File: src/rtl/pipeline_stall_controller.sv
// Pipeline stall/flush controller: turns hazard, branch and memory-handshake
// inputs into PC and pipeline-register controls, with a watchdog and perf counters.
module pipeline_stall_controller #(
  parameter int CNT_WIDTH      = 16,
  parameter int TIMEOUT_CYCLES = 64
) (
  input  logic                 clk,
  input  logic                 rst,
  input  logic                 hazard_detected,
  input  logic                 branch_taken,
  input  logic                 mem_r_en,
  input  logic                 mem_w_en,
  input  logic                 mem_ready,
  input  logic                 perf_clear,
  output logic                 pc_freeze,
  output logic                 if_id_freeze,
  output logic                 if_id_flush,
  output logic                 id_ex_bubble,
  output logic                 pipe_freeze,
  output logic                 mem_waiting,
  output logic                 mem_timeout,
  output logic [CNT_WIDTH-1:0] stall_count,
  output logic [CNT_WIDTH-1:0] flush_count,
  output logic [CNT_WIDTH-1:0] mem_wait_count
);

  typedef enum logic [0:0] {
    RUN      = 1'b0,
    MEM_WAIT = 1'b1
  } state_t;

  localparam int                    WAIT_W    = $clog2(TIMEOUT_CYCLES + 1);
  localparam logic [WAIT_W-1:0]     WAIT_MAX  = WAIT_W'(TIMEOUT_CYCLES);
  localparam logic [WAIT_W-1:0]     WAIT_LAST = WAIT_W'(TIMEOUT_CYCLES - 1);
  localparam logic [CNT_WIDTH-1:0]  CNT_MAX   = '1;

  state_t              state;
  state_t              state_next;
  logic                mem_req;
  logic                mem_stall;
  logic                branch_act;
  logic                hazard_act;
  logic [WAIT_W-1:0]   wait_cnt;

  // A memory stall masks branch and hazard; branch beats hazard since the
  // hazarding instruction is squashed anyway.
  assign mem_req    = mem_r_en | mem_w_en;
  assign mem_stall  = mem_req & ~mem_ready;
  assign branch_act = ~mem_stall & branch_taken;
  assign hazard_act = ~mem_stall & ~branch_taken & hazard_detected;

  function automatic logic [CNT_WIDTH-1:0] sat_inc(input logic [CNT_WIDTH-1:0] v);
    return (v == CNT_MAX) ? v : v + CNT_WIDTH'(1);
  endfunction

  always_ff @(posedge clk or negedge rst) begin
    if (!rst) begin
      state <= RUN;
    end else begin
      state <= state_next;
    end
  end

  always_comb begin
    state_next = state;
    unique case (state)
      RUN:      if (mem_stall) state_next = MEM_WAIT;
      MEM_WAIT: if (mem_ready || !mem_req) state_next = RUN;
      default:  state_next = RUN;
    endcase
  end

  assign mem_waiting = (state == MEM_WAIT);

  // Controls are combinational so release happens in the mem_ready cycle;
  // reset low masks them asynchronously.
  always_comb begin
    pc_freeze    = 1'b0;
    if_id_freeze = 1'b0;
    if_id_flush  = 1'b0;
    id_ex_bubble = 1'b0;
    pipe_freeze  = 1'b0;
    if (rst) begin
      if (mem_stall) begin
        pc_freeze    = 1'b1;
        if_id_freeze = 1'b1;
        pipe_freeze  = 1'b1;
      end else if (branch_act) begin
        if_id_flush  = 1'b1;
        id_ex_bubble = 1'b1;
      end else if (hazard_act) begin
        pc_freeze    = 1'b1;
        if_id_freeze = 1'b1;
        id_ex_bubble = 1'b1;
      end
    end
  end

  always_ff @(posedge clk or negedge rst) begin
    if (!rst) begin
      stall_count    <= '0;
      flush_count    <= '0;
      mem_wait_count <= '0;
    end else if (perf_clear) begin
      stall_count    <= '0;
      flush_count    <= '0;
      mem_wait_count <= '0;
    end else begin
      if (hazard_act) stall_count    <= sat_inc(stall_count);
      if (branch_act) flush_count    <= sat_inc(flush_count);
      if (mem_stall)  mem_wait_count <= sat_inc(mem_wait_count);
    end
  end

  // Watchdog only reports; the pipeline stays frozen until memory answers.
  always_ff @(posedge clk or negedge rst) begin
    if (!rst) begin
      wait_cnt    <= '0;
      mem_timeout <= 1'b0;
    end else begin
      if (!mem_stall) begin
        wait_cnt <= '0;
      end else if (wait_cnt != WAIT_MAX) begin
        wait_cnt <= wait_cnt + WAIT_W'(1);
      end
      if (mem_stall && (wait_cnt >= WAIT_LAST)) begin
        mem_timeout <= 1'b1;
      end
    end
  end

endmodule

File: config.mk
export PLATFORM = sky130hd
export DESIGN_NAME = pipeline_stall_controller
export DESIGN_NICKNAME = d
export VERILOG_FILES = /design/src/rtl/pipeline_stall_controller.sv
export SDC_FILE = /design/constraint.sdc
export NUM_CORES = 1
export LEC_CHECK = 0
export CAP_MARGIN = 10
export CORE_ASPECT_RATIO = 1.1
export CORE_MARGIN = 2
export CORE_UTILIZATION = 46
export DETAILED_ROUTE_END_ITERATION = 12
export PLACE_DENSITY = 0.85
export SLEW_MARGIN = 20
export SYNTH_ARGS = -nofsm -noshare
export SYNTH_HDL_FRONTEND = slang
export SYNTH_SLANG_ARGS = --single-unit
File: constraint.sdc
create_clock -name clk -period 1.7 [get_ports clk]
set_input_delay 0.34 -clock clk [delete_from_list [all_inputs] [get_ports clk]]
set_output_delay 0.34 -clock clk [all_outputs]
set_load 0.01 [all_outputs]
==> results.md <==
- Status: finished with violations
- Failing checks: negative setup slack
- Hold crit path type: in2async
- Sw Ratio: 23.2%
- Synthesized flop and latch total: 57
- Root Driver: clkbuf_8
- Register clock-pin slew on the reported worst setup and hold paths: 0.07 ns
- Worst path max stage delay: 0.42 ns
- Final Skew: 0.0118 ns
- Critical Path Fanout Max: 4
- Finished Core Util: 72.3%
- Antenna violations before repair: 0
- Distinct cell type count after synthesis: 42
- Vias post-DR: 3073
- Worst skew pair latency: 0.34 ns
- Sequential share of power: 44.5%
- 1st-iter DRT viols: 165
- Routed WL: 9060 um
- CTS tree: done
- Period utilization: 102%
- RSZ-0062 raised after global routing: true
- Die area: 7250 um^2
- Crit path kind: reg2reg
- Critical path buffers and inverters: 1
- EDFF count, synth: 0
- Clock sinks: 57
- Worst EP arrival: 1.96 ns
- First-pass GRT wire length: 14200 um
- Largest net degree at the start of global routing: 27
- Routed len/inst: 16.7 um
- H-tree depth: 3
- Ant diodes: 0
- CTS buffer count: 9
- Die Y: 89.1 um
- Top Family by Delay on Critical Path: simple AND/OR/NAND/NOR gates
- P&R area growth vs syn: 54.6%
- Period minus WS final: 1.73 ns
- Post-synth net total: 337
- Comb power frac: 8.8%
- Synth Cell Area: 3030 um^2
- Warnings, synthesis: 0
- Startpoint Class: register
- CP cell instances: nand4_1 > nand4bb_1 > buf_4 > nor3_1 > xnor2_1 > nor2_1
- Syn Inst Count: 324
- Clock Power Share: 46.6%
- Vias per cell: 5.66
- TNS Setup: -0.0284 ns
- CORE AREA: 6480 um^2
- Syn Area/Cell: 9.35 um^2
- Final slew viol count: 0
- CP Capture Type: register
- Max Cap Violations: 0
- Max VDD drop: 0.558 mV
- PD cells: 669 nW/um^2
- Total grt overflow: 0
- # port buffers: 62
- Fmax: 0.579 GHz
- Share of cells above drive strength 1: 30.6%
- Router iterations before antenna repair: 4
- Post-route setup slack: -0.0284 ns
- Routability cong.: 0.888
- Final ANT Viol Nets: 0
- Worst endpoint required time: 1.93 ns
- Slew HR: 71.5%
- Internal power: 2.41 mW
- Cell Rows: 31
- Final Setup Violations: 1
- Post-synthesis sequential area ratio: 47.1%
- Slowest library cell on the worst path: dfrtp_1
- Die width: 81.4 um
- Measured slew at the worst slew-check pin: 0.426 ns
- I/O pin total: 63
- Leakage: 2.19 nW
- Hold Fails Final Rpt: 0
- Dominant synthesized flop cell: dfrtp_1
- Hold_ws: 0.0660 ns
- Asr flop ratio synth: 100%
- Via count of the first global-routing pass: 3067
- Max clock buf depth: 2
- NetSw: 727 uW
- Detailed-route DRC error count: 0
- Final net count: 469
- GRT Total Usage: 25.7%
- Hpwl dp: 5720 um
- Initial core utilization: 46.8%
registers in the layout, indices dropped and copies added, names as in the netlist:
signal / count
mem_waiting: 1
stall_count: 16
mem_timeout: 1
mem_wait_count: 16
flush_count: 16
wait_cnt: 7
metal layers:
layer	GRT usage, %	up-vias	wire length, um
li1	-	1407	-
met1	31.0	1511	3620
met2	43.4	131	4710
met3	3.84	24	478
met4	15.6	0	257
met5	0	-	0
through the flow:
step	setup WS, ns	instance area, um^2	power (mW)	std cells
6_report	-0.0284	4680	3.13	543
5_1_grt	-0.0794	4680	3.23	543
4_1_cts	-0.0477	4450	3.11	531
3_5_place_dp	-0.570	4130	1.67	509
3_3_place_gp	-0.536	4130	1.66	509
2_1_floorplan	-0.0346	3050	1.51	324
layout make-up:
| type | instances | area (um^2) |
|---|---|---|
| repair buffers | 132 | 1150 |
| fillers | 451 | 1790 |
| multi-input cells | 250 | 1740 |
| clock inverters | 5 | 77.6 |
| flip-flops and latches | 57 | 1440 |
| inverters | 6 | 22.5 |
| well taps | 82 | 103 |
| clock buffers | 11 | 151 |
synth_stat cells, types with 2 or more instances:
library cell / number / area share, %
nand4_2: 2 / 0.83
o21bai_1: 2 / 0.50
o31ai_1: 2 / 0.50
or3_1: 4 / 0.83
dfrtp_1: 57 / 47
nor3_1: 21 / 3.5
buf_4: 2 / 0.50
and2_1: 3 / 0.62
a31oi_1: 2 / 0.41
nand4_1: 11 / 2.3
nor3b_1: 2 / 0.50
xnor2_1: 32 / 9.2
o211ai_1: 2 / 0.50
and4_1: 5 / 1.4
o21ai_0: 9 / 1.5
inv_1: 6 / 0.74
a21oi_1: 11 / 1.8
nor4b_1: 2 / 0.58
clkbuf_1: 9 / 1.1
xor2_1: 8 / 2.3
a211oi_1: 4 / 0.99
nor4_1: 7 / 1.4
and3_1: 5 / 1.0
mux2i_1: 4 / 1.3
nand3_1: 12 / 2.0
nand2_1: 24 / 3.0
nor2_1: 57 / 7.1
ha_1: 5 / 2.1
worst reg2reg max path, delay by kind of cell (launching register included):
family        cells  cell delay (ns)
buf+inv           1             0.19
simple gates      4             0.83
flops             1             0.42
xor+xnor          1             0.17
cell usage in the layout (no fill, tap or decap), types with 9 or more instances in the layout:
| master | n |
|---|---|
| dlygate4sd2_1 | 20 |
| buf_4 | 62 |
| nand4_1 | 11 |
| clkdlybuf4s50_1 | 24 |
| clkbuf_8 | 11 |
| nor3_2 | 10 |
| nor3_1 | 10 |
| nor2_1 | 56 |
| nand2_1 | 23 |
| dfrtp_1 | 49 |
| dlymetal6s2s_1 | 11 |
| nand3_1 | 11 |
| xnor2_1 | 32 |
| a21oi_1 | 9 |
power by group through the flow:
stage	registers (mW)	clock network (mW)	logic, mW
2_1_floorplan	1.42	0	0.0870
3_3_place_gp	1.41	0	0.242
3_5_place_dp	1.42	0	0.251
4_1_cts	1.39	1.46	0.260
5_1_grt	1.40	1.53	0.300
6_report	1.40	1.46	0.277
logic make-up after synthesis:
logic type,share of synthesized area [%]
AND/OR/NAND/NOR,28.4
flip-flops,47.1
XOR/XNOR,11.6
AO/OA/AOI/OAI,7.22
buffers and inverters,2.35
adder cells (fa/ha/maj),2.06
multiplexers,1.32
worst paths after layout:
| check | startpoint | endpoint | slack, ns | cells after the start |
|---|---|---|---|---|
| setup / recovery | flush_count[1] | flush_count[13] | -0.03 | 6 |
| hold / removal | rst | flush_count[2] | 0.07 | 2 |
| setup reg to reg | flush_count[1] | flush_count[13] | -0.03 | 6 |
| hold reg to reg | mem_timeout | mem_timeout | 0.49 | 1 |
| max in group asynchronous | rst | flush_count[7] | 1.16 | 2 |
| min in group clk | mem_timeout | mem_timeout | 0.49 | 1 |
timing repair:
item,in CTS,in global routing
hold endpoints to repair,1,0
cloned,0,0
hold buffers,1,0
setup endpoints to repair,47,55
pin swaps,6,17
setup buffers,5,12
resized for setup,58,46
Note: power is estimated with default switching activity, not from simulation.
